File: src/rtl/gcd_lcm_stage.sv
// lcm stage chained behind the gcd block: lcm = (a / g) * b using an iterative
// restoring divider followed by an iterative shift-add multiplier.
module gcd_lcm_stage #(
    parameter int width_p     = 32,
    parameter int ctr_width_p = $clog2(width_p) + 1
) (
    input  logic                   clk_i,
    input  logic                   reset_n_i,
    input  logic [2*width_p-1:0]   data_in,
    input  logic [width_p-1:0]     gcd_i,
    input  logic                   v_i,
    output logic                   ready_o,
    output logic [2*width_p-1:0]   data_out,
    output logic                   err_o,
    output logic                   v_o,
    input  logic                   yumi_i
);

    typedef enum logic [1:0] {
        ST_IDLE = 2'd0,
        ST_DIV  = 2'd1,
        ST_MUL  = 2'd2,
        ST_DONE = 2'd3
    } state_e;

    state_e                 state_q;
    logic [ctr_width_p-1:0] cnt_q;
    logic [width_p:0]       rem_q;
    logic [width_p-1:0]     quot_q;
    logic [width_p-1:0]     g_q;
    logic [2*width_p-1:0]   bsh_q;
    logic [2*width_p-1:0]   acc_q;
    logic [2*width_p-1:0]   data_q;
    logic                   err_q;
    logic                   v_q;
    logic                   ready_q;

    logic [width_p-1:0]     a_s;
    logic [width_p-1:0]     b_s;
    logic [width_p:0]       rem_sh_s;
    logic [width_p:0]       rem_d;
    logic [width_p-1:0]     quot_d;
    logic [width_p-1:0]     mquot_d;
    logic [2*width_p-1:0]   acc_d;
    logic [2*width_p-1:0]   bsh_d;

    // One restoring-division step and one shift-add multiply step per cycle.
    always_comb begin
        a_s      = data_in[2*width_p-1:width_p];
        b_s      = data_in[width_p-1:0];
        rem_sh_s = {rem_q[width_p-1:0], quot_q[width_p-1]};
        if (rem_sh_s >= {1'b0, g_q}) begin
            rem_d  = rem_sh_s - {1'b0, g_q};
            quot_d = {quot_q[width_p-2:0], 1'b1};
        end else begin
            rem_d  = rem_sh_s;
            quot_d = {quot_q[width_p-2:0], 1'b0};
        end
        if (quot_q[0]) begin
            acc_d = acc_q + bsh_q;
        end else begin
            acc_d = acc_q;
        end
        mquot_d = {1'b0, quot_q[width_p-1:1]};
        bsh_d   = {bsh_q[2*width_p-2:0], 1'b0};
    end

    // Control FSM with datapath registers and registered outputs.
    always_ff @(posedge clk_i or negedge reset_n_i) begin
        if (!reset_n_i) begin
            state_q <= ST_IDLE;
            cnt_q   <= '0;
            rem_q   <= '0;
            quot_q  <= '0;
            g_q     <= '0;
            bsh_q   <= '0;
            acc_q   <= '0;
            data_q  <= '0;
            err_q   <= 1'b0;
            v_q     <= 1'b0;
            ready_q <= 1'b1;
        end else begin
            case (state_q)
                ST_IDLE: begin
                    if (v_i && ready_q) begin
                        quot_q  <= a_s;
                        bsh_q   <= {{width_p{1'b0}}, b_s};
                        g_q     <= gcd_i;
                        rem_q   <= '0;
                        acc_q   <= '0;
                        ready_q <= 1'b0;
                        if ((a_s == '0) || (b_s == '0)) begin
                            state_q <= ST_DONE;
                            data_q  <= '0;
                            err_q   <= 1'b0;
                            v_q     <= 1'b1;
                        end else if (gcd_i == '0) begin
                            state_q <= ST_DONE;
                            data_q  <= '0;
                            err_q   <= 1'b1;
                            v_q     <= 1'b1;
                        end else begin
                            state_q <= ST_DIV;
                            cnt_q   <= ctr_width_p'(width_p);
                        end
                    end
                end
                ST_DIV: begin
                    rem_q  <= rem_d;
                    quot_q <= quot_d;
                    if (cnt_q == ctr_width_p'(1)) begin
                        state_q <= ST_MUL;
                        cnt_q   <= ctr_width_p'(width_p);
                        acc_q   <= '0;
                    end else begin
                        cnt_q <= cnt_q - ctr_width_p'(1);
                    end
                end
                ST_MUL: begin
                    acc_q  <= acc_d;
                    quot_q <= mquot_d;
                    bsh_q  <= bsh_d;
                    cnt_q  <= cnt_q - ctr_width_p'(1);
                    // Last multiplier bit: publish the result on the way into DONE.
                    if (cnt_q == ctr_width_p'(1)) begin
                        state_q <= ST_DONE;
                        data_q  <= acc_d;
                        err_q   <= (rem_q != '0);
                        v_q     <= 1'b1;
                    end
                end
                ST_DONE: begin
                    if (yumi_i) begin
                        state_q <= ST_IDLE;
                        v_q     <= 1'b0;
                        ready_q <= 1'b1;
                    end
                end
                default: begin
                    state_q <= ST_IDLE;
                    v_q     <= 1'b0;
                    ready_q <= 1'b1;
                end
            endcase
        end
    end

    assign ready_o  = ready_q;
    assign v_o      = v_q;
    assign data_out = data_q;
    assign err_o    = err_q;

    gcd_lcm_stage_chk u_chk (
        .clk_i     (clk_i),
        .reset_n_i (reset_n_i),
        .v_o       (v_q),
        .yumi_i    (yumi_i)
    );

endmodule

// Protocol checker: the consumer may only take a result while one is offered.
module gcd_lcm_stage_chk (
    input logic clk_i,
    input logic reset_n_i,
    input logic v_o,
    input logic yumi_i
);

    a_yumi_only_when_valid: assert property (
        @(posedge clk_i) disable iff (!reset_n_i) yumi_i |-> v_o
    );

endmodule

File: config.mk
export PLATFORM = sky130hd
export DESIGN_NAME = gcd_lcm_stage
export DESIGN_NICKNAME = d
export VERILOG_FILES = /design/src/rtl/gcd_lcm_stage.sv
export SDC_FILE = /design/constraint.sdc
export NUM_CORES = 1
export LEC_CHECK = 0
export CORE_MARGIN = 2
export CORE_UTILIZATION = 64
export CTS_CLUSTER_DIAMETER = 40
export DETAILED_ROUTE_END_ITERATION = 7
export PLACE_DENSITY = 0.87
export SKIP_CTS_REPAIR_TIMING = 1
export SLEW_MARGIN = 20
export SYNTH_ARGS = -nofsm -noshare
export SYNTH_HDL_FRONTEND = slang
export SYNTH_HIERARCHICAL = 1
export SYNTH_SLANG_ARGS = --single-unit
File: constraint.sdc
create_clock -name clk_i -period 6.31 [get_ports clk_i]
set_input_delay 1.262 -clock clk_i [delete_from_list [all_inputs] [get_ports clk_i]]
set_output_delay 1.262 -clock clk_i [all_outputs]
set_load 0.1 [all_outputs]
* After elaboration in Yosys (flattened, before gate mapping) *
Cells that the tools add are included.

storage, ports and cells
  input port bits = 100
  output and inout port bits = 67
  bits in registers = 300
  logic and storage cells = 90

cells by class
  magnitude comparators = 1
  equality and inequality tests = 11
  $add $sub $neg = 3
  reductions and logical operators = 22
  multiplexer cells = 42

operator list
  cell                                            count
  2-to-1 mux 64 bit                               8
  one-hot mux 64 bit (2 select lines)             2
  one-hot mux 64 bit (3 select lines)             1
  logical NOT 32 bit                              3
  one-hot mux 32 bit (3 select lines)             1
  2-to-1 mux 33 bit                               2
  one-hot mux 33 bit (2 select lines)             1
  adder 64 bit                                    1
  >= comparator 33 x 32 -> 1 bit                  1
  nonzero test 33 bit                             1
  subtractor 33 x 32 -> 33 bit                    1
  2-to-1 mux 32 bit                               1
  2-to-1 mux 6 bit                                4
  one-hot mux 6 bit (3 select lines)              1
  2-to-1 mux 2 bit                                6
  != test 2 bit (second input constant)           6
  AND reduction 4 bit                             3
  2-to-1 mux 1 bit                                11
  one-hot mux 2 bit (4 select lines)              1
  AND reduction 2 bit                             4
  == test 6 x 1 -> 1 bit (second input constant)  1
  AND reduction 3 bit                             2
  nonzero test 2 bit                              3
  nonzero test 3 bit                              2
  other kinds (10)                                12

* Longest topological paths before layout *
Gate-level depths: netlist (run 1).

  depth after elaboration = 5
  depth in mapped cells = 13
  mapped depth without buffers = 12

* Worst setup path before layout (run 1) *
Ideal clock, no wire load.

  path kind = input-to-reg
  start point = in data_in[55]
  end point = reg data_q[40], in the netlist data_out[40]
  path slack = 3.154 ns
  arrival = 3.018 ns
  stages on the path = 10
  setup time = 0.138 ns
  required time = 6.172 ns
  path buffers = 3
  cell sequence = nor4_1 > nand4_1 > o22ai_1 > nor2_1 > nand2_1 > o211a_1 > clkbuf_1 > clkbuf_1 > buf_1 > a31oi_1

on the way
  word-level cells in the longest chain between the ends = 5
  elaborated cells between the ends (all ways) = 7
  those cells by class = 1 x eq/ne; 3 x mux; 3 x reduce/logical

RTL lines
  what                                 RTL line  text
  from (decl)                          9         input logic [2*width_p-1:0] data_in,
  logical NOT 32 bit *                 92        if ((a_s == '0) || (b_s == '0)) begin
  logical OR 1 bit *                   92
  2-to-1 mux 64 bit                    92
  2-to-1 mux 64 bit                    85        if (v_i && ready_q) begin
  one-hot mux 64 bit (2 select lines)  83        case (state_q)
  to (signal assigned)                 78        data_q <= '0;
  to (signal assigned)                 94        data_q <= '0;
  to (signal assigned)                 99        data_q <= '0;
  to (decl)                            33        logic [2*width_p-1:0] data_q;

Mark *: on every way between the ends. The rest lies on a longest branch, timed or not. The select of a mux whose other input is x is not followed.
A chain may end at the register's enable or synchronous reset.

* Worst setup path after layout (run 1) *
  start point = in v_i
  end point = reg acc_q[55]

on the way
  word-level cells in the longest chain between the ends = 3

RTL lines
  what                                  RTL line  text
  from (decl)                           11        input logic v_i,
  logical AND 1 bit                     85
  != test 2 bit (no source line)        -
  AND reduction 3 bit (no source line)  -
  to (signal assigned)                  77        acc_q <= '0;
  to (signal assigned)                  90        acc_q <= '0;
  to (signal assigned)                  114       acc_q <= '0;
  to (decl)                             32        logic [2*width_p-1:0] acc_q;

Every way passes these cells.

==> run_results.csv, run 1 <==
group,metric,value,unit
synthesis,synthesis.area,19300,um2
place,dp_hpwl,39.8,mm
cells_and_area,final_util,0.768,
floorplan,die_w,178,um
sta,finalSetupTns,0,ns
place,dpl-instance-area,21100,um2
floorplan,row_count,63,
synthesis,syn_area_per_cell,8.49,um2
synthesis,synth_fp_nets,2477,
pwr,pwr-share-clk,0.413,
sta,clock_skew,0.0239,ns
cells_and_area,fillers,2062,
pwr,vdd_drop_max,0.244,mV
cells_and_area,fin_cells,2791,
cells_and_area,diodes,0,
synthesis,synth_common_cells,"299 x dfrtp_1, 292 x nand2_1, 229 x o21ai_0, 220 x a21oi_1, 177 x nor2_1",
cells_and_area,drive_above_1_share,0.0575,
global_route,overflow,0,
setup_path,worst_ep_arrival_time,4.53,ns
pwr,seqPwrFrac,0.353,
pwr,comb_power_share,0.234,
pwr,leakage,10.3,nW
pwr,p_total,6.52,mW
sta,relSlewSlack,0.289,
place,portBuffers,166,
global_route,grt_antenna_before_repair,0,
sta,setup_viol,0,
sta,fmax,248,MHz
global_route,grt_pass1_vias,17800,
floorplan,core-area,29600,um2
run_status,status,"finished clean",
sta,tightest_slew,1.06,ns
setup_path,crit_required,6.80,ns
place,placedCellCount,2710,
synthesis,yosys_register_bits,300,
floorplan,dieArea,31500,um2
cells_and_area,final_cell_area,22800,um2
global_route,grt_max_degree,139,
clock_tree,clk_path_buf_depth,3,
route,ant_nets,0,
clock_tree,clkTransAtPathRegs,0.05,ns
clock_tree,cts_root_buf,"clkbuf_16",
synthesis,synthCells,2273,
synthesis,synth.top_cell.area_share,0.388,
hold_path,hold_path.class,"reg -> reg",
pwr,intPower,4.39,mW
route,drc,0,
pwr,power.share.switching,0.327,
floorplan,start_util,0.651,
synthesis,synth_largest_area_cell,"dfrtp_1",
sta,maxSlewViolCount,0,
cells_and_area,final_nets,2571,
sta,period_share,0.640,
synthesis,synth_edf_count,0,
clock_tree,cts_sinks,300,
global_route,grt_use_total,0.368,
route,vias,18400,
setup_path,path_max_fanout,66,
route,drt-total-wl,57.6,mm
synthesis,yosysWarnings,6,
clock_tree,numCtsBuffers,45,
synthesis,synth.distinct_cells,72,
clock_tree,htree_num_levels,2,
sta,hold_violations,0,
route,wl_per_cell,20.6,um
setup_path,endpoint_kind,"flip-flop",
place,finalWeightedCongestion,1.00,
clock_tree,cts_tree,"built",
synthesis,netlist_top_cells_area,"dfrtp_1 39%, ha_1 6.6%, o21ai_0 5.9%",
route,drt_pre_antenna_iters,5,
synthesis,post-synth-top-count-cell,"dfrtp_1",
route,drt_first_iter_violations,1714,
sta,rsz0062_at_grt,"false",
synthesis,synthFlopType,"dfrtp_1",
pwr,switching_power,2.13,mW
synthesis,synth_async_sr_flop_share,1.00,
cells_and_area,area_growth_syn_to_layout,18.0,%
global_route,grt_pass1_wl,92.5,mm
synthesis,ys_seq_area_frac,0.389,
flow_run,cap_violations,0,
clock_tree,clock_latency,0.57,ns
floorplan,chipHeight,178,um
setup_path,path_class,"in -> reg",
pwr,power_density,286,nW/um2
setup_path,startpoint_type,"primary input",
sta,period_minus_slack,4.04,ns
floorplan,ios,167,
route,vias_per_cell,6.58,
state kept, by name (all words and copies together), names as in the netlist:
register and cells:
v_o 1, acc_q 64, err_o 1, ready_o 1, cnt_q 6, rem_q 33
quot_q 32, g_q 32, data_out 64, state_q 2, bsh_q 64
through the flow:
stage | setup WS, ns | hold slack, ns
2_1_floorplan | 3.15 | 0.450
3_3_place_gp | 1.95 | 0.460
3_5_place_dp | 1.85 | 0.464
4_1_cts | 2.24 | 0.478
5_1_grt | 2.12 | 0.504
6_report | 2.27 | 0.475
power by group through the flow:
stage / clock network [mW] / registers (mW) / logic (mW)
floorplan: 0 / 2.24 / 1.11
global placement: 0 / 2.31 / 1.44
detailed placement: 0 / 2.32 / 1.48
CTS: 2.71 / 2.29 / 1.50
global route: 2.80 / 2.32 / 1.68
finish: 2.69 / 2.30 / 1.53
cell families (layout without fill, tap and decap cells):
kind of cell,count (synthesis),in the layout,share of synthesized area
and+or+nand+nor,699,699,0.164
muxes,74,74,0.0391
buffers and inverters,222,350,0.0442
adders and majority gates,104,104,0.0682
AOI/OAI and AO/OA,798,798,0.261
xor gates and xnor gates,76,76,0.0345
DFF,300,300,0.389
metal layers:
metal  global-route usage  share of wire
met5                    0              0
met4                0.144          0.036
met3               0.0718          0.078
met2                0.595           0.47
met1                0.489           0.42
placed cells by master (no fill, tap or decap), types with 6 or more instances in the layout:
cell and count:
a211oi_1 11, a21o_1 45, a21oi_1 218, a221oi_1 37, a22o_1 46, a31oi_1 27, a32oi_1 9, and3_1 16
buf_4 16, bufinv_16 6, clkbuf_16 47, clkbuf_8 7, clkdlybuf4s50_1 165, dfrtp_1 298, ha_1 100, inv_1 84
inv_6 6, mux2_2 11, mux2i_1 63, nand2_1 292, nand2b_1 8, nand3_1 37, nand4_1 40, nor2_1 175
nor2b_1 21, nor3_1 33, nor4_1 36, o211ai_1 16, o21a_1 14, o21ai_0 229, o21bai_1 19, o22ai_1 11
o31ai_1 55, or3_1 10, xnor2_1 43, xor2_1 33
cell type report:
type | instances | area, um2 | area share
repair buffers | 183 | 1810 | 0.0794
flip-flops and latches | 300 | 7510 | 0.330
clock inverters | 27 | 363 | 0.0159
inverters | 86 | 323 | 0.0142
multi-input cells | 1751 | 11000 | 0.483
clock buffers | 54 | 1270 | 0.0559
well taps | 390 | 488 | 0.0214
worst paths after layout:
kind	slack, ns	startpoint	depth (start not counted)	end
min in group asynchronous	0.74	reset_n_i	1	quot_q[16]
setup / recovery	2.27	v_i	10	acc_q[55]
setup reg to reg	2.32	bsh_q[0]	11	data_out[50]
max in group asynchronous	4.26	reset_n_i	2	bsh_q[24]
hold reg to reg	0.48	err_o	2	err_o
hold / removal	0.48	err_o	2	err_o
worst max-delay path, cell delays in order:
cell and delay [ns]:
clkdlybuf4s50_1 0.54, nand2_1 0.13, nand2_1 0.16, nand2b_2 0.07
buf_4 0.31, nand2b_2 0.28, nor2_1 0.54, nand2_1 0.61
nor3b_1 0.45, a221o_1 0.18
Power figures use the tool's default switching activity.
==> run 2, diff against run 1 <==
Settings changed: CORE_UTILIZATION 64 to 54, PLACE_DENSITY 0.87 to 0.78.
Clock period 6.31 ns to 3.38 ns, I/O delays scaled along.
==> run 2 against run 1 <==
Global-route usage is 5.5 points lower. Flip-flop and latch count unchanged. Setup slack lost 2.1 ns. Sequential share of layout area decreased by 0.86 points. Cell count increased by 5.1%. Register-to-register slack got worse by 2.2 ns. Die area up 18%. Via count is 0.41% higher. First-iteration DRC count is 13% lower. Critical endpoint is now quot_q[0]. Highest routed layer is now met5.
==> run_results.csv, run 2 (same netlist as run 1, synthesis figures left out) <==
group,metric,value,unit
route,vias,18400,
global_route,overflow,0,
pwr,power_density,535,nW/um2
place,portBuffers,166,
sta,finalSetupTns,0,ns
setup_path,startpoint_type,"flip-flop",
floorplan,die_w,193,um
setup_path,path_max_fanout,30,
setup_path,path_class,"reg -> reg",
pwr,p_total,12.5,mW
setup_path,worstSetupStartpoint,"rem_q[7]",
global_route,grt_max_degree,99,
cells_and_area,fillers,2981,
sta,relSlewSlack,0.296,
floorplan,chipHeight,193,um
sta,setup_ws,0.126,ns
setup_path,crit_required,3.81,ns
floorplan,core-area,35400,um2
sta,clock_skew,0.0201,ns
cells_and_area,layout_commonest_cell,"dfrtp_1",
route,drt-total-wl,58.7,mm
route,wl_per_cell,20.0,um
global_route,grt_pass1_vias,17900,
pwr,seqPwrFrac,0.341,
setup_path,ff2ff_setup_slack,0.13,ns
pwr,switching_power,4.11,mW
clock_tree,clkTransAtPathRegs,0.06,ns
setup_path,regToRegStartpoint,"rem_q[7]",
place,dp_hpwl,41.9,mm
setup_path,slowest_delay,0.44,ns
pwr,pwr-share-clk,0.416,
setup_path,crit_path_top_delay_cell,"a2111oi_4",
sta,hold_violations,0,
clock_tree,clock_latency,0.59,ns
clock_tree,cts_sinks,300,
clock_tree,numCtsBuffers,49,
clock_tree,cts_root_buf,"clkbuf_16",
run_status,status,"finished clean",
sta,period_minus_slack,3.25,ns
setup_path,r2r_end,"quot_q[0]",
setup_path,cp_cell_sequence,"ha_1, a21oi_1, o21ai_0, a31oi_1, nand4b_1, a2111oi_4, o31a_4, buf_12, o211ai_1, o21ai_0, o21ai_0",
global_route,grt_antenna_before_repair,2,
cells_and_area,final_nets,2638,
pwr,power.share.switching,0.329,
sta,period_share,0.963,
floorplan,start_util,0.545,
route,vias_per_cell,6.29,
clock_tree,cts_tree,"built",
place,finalWeightedCongestion,0.933,
floorplan,ios,167,
sta,fmax,307,MHz
clock_tree,clk_path_buf_depth,3,
cells_and_area,drive_above_1_share,0.113,
route,drt_pre_antenna_iters,5,
route,ant_nets,0,
route,drc,0,
setup_path,crit_top_cell,"o21ai_0",
pwr,comb_power_share,0.243,
sta,setup_viol,0,
setup_path,endpoint_kind,"flip-flop",
clock_tree,htree_num_levels,2,
floorplan,dieArea,37200,um2
flow_run,cap_violations,0,
setup_path,worst_ep_arrival_time,3.69,ns
floorplan,row_count,69,
pwr,leakage,10.9,nW
route,drt_first_iter_violations,1496,
pwr,vdd_drop_max,0.499,mV
cells_and_area,area_growth_syn_to_layout,21.2,%
setup_path,reg2reg_depth,11,
sta,tightest_slew,1.06,ns
pwr,intPower,8.39,mW
cells_and_area,layout_common_cells,"298 x dfrtp_1, 292 x nand2_1, 228 x o21ai_0, 216 x a21oi_1, 175 x nor2_1",
global_route,grt_pass1_wl,92.7,mm
global_route,grt_use_total,0.313,
hold_path,hold_path.class,"in -> async",
place,pre_cts_ws,-0.221,ns
sta,maxSlewViolCount,0,
==> run 2: power groups by stage <==
| stage | combinational, mW | clock, mW | sequential (mW) |
|---|---|---|---|
| global route | 3.35 | 5.40 | 4.30 |
| global placement | 2.90 | 0 | 4.30 |
| finish | 3.04 | 5.20 | 4.26 |
| floorplan | 2.08 | 0 | 4.19 |
| CTS | 2.98 | 5.25 | 4.25 |
| detailed placement | 2.96 | 0 | 4.31 |
==> run 2: per-stage QoR <==
| step | instance area, um2 | util | instances | hold WS (ns) |
|---|---|---|---|---|
| after detailed placement | 21600 | 0.610 | 2844 | 0.464 |
| after floorplan | 19300 | - | 2273 | 0.380 |
| final | 23400 | 0.660 | 2932 | 0.0542 |
| after CTS | 23300 | 0.658 | 2931 | 0.0711 |
| after global placement | 21600 | 0.610 | 2844 | 0.465 |
| after global routing | 23400 | 0.660 | 2932 | 0.103 |
==> run 2: critical path: cells and delay by family, from the launching register on <==
kind | cells | cell delay (ns)
AND/OR/NAND/NOR | 1 | 0.23
flip-flops | 1 | 0.43
AO/OA/AOI/OAI | 8 | 1.81
buffers and inverters | 1 | 0.21
adder cells (fa/ha/maj) | 1 | 0.41
==> run 2: per-layer routing <==
metal | track usage | part of all wire | wire length (um) | vias to the layer above
li1 | - | - | - | 8666
met5 | 0 | 0.00031 | 18 | -
met3 | 0.0467 | 0.061 | 3590 | 141
met4 | 0.136 | 0.038 | 2240 | 2
met1 | 0.435 | 0.45 | 26200 | 8928
met2 | 0.490 | 0.45 | 26600 | 702
==> run 2: final cells by class <==
type	count	area, um2	share of cell area
antenna	1	2.50	0.000107
tap	461	577	0.0247
clock inverter	28	345	0.0148
clock buffer	59	1360	0.0580
sequential	300	7510	0.321
multi-input combinational	1751	11100	0.473
timing repair buffer	246	2200	0.0941
inverter	86	323	0.0138
==> run 2: worst max-delay path by stage <==
stage | end | slack, ns | cells past startpoint
finish | quot_q[0] | 0.13 | 11
global route | data_out[40] | -0.003 | 13
CTS | data_out[50] | -0.004 | 12
detailed placement | data_out[55] | -0.22 | 12
global placement | data_out[57] | -0.25 | 12
floorplan | acc_q[44] | 0.37 | 11
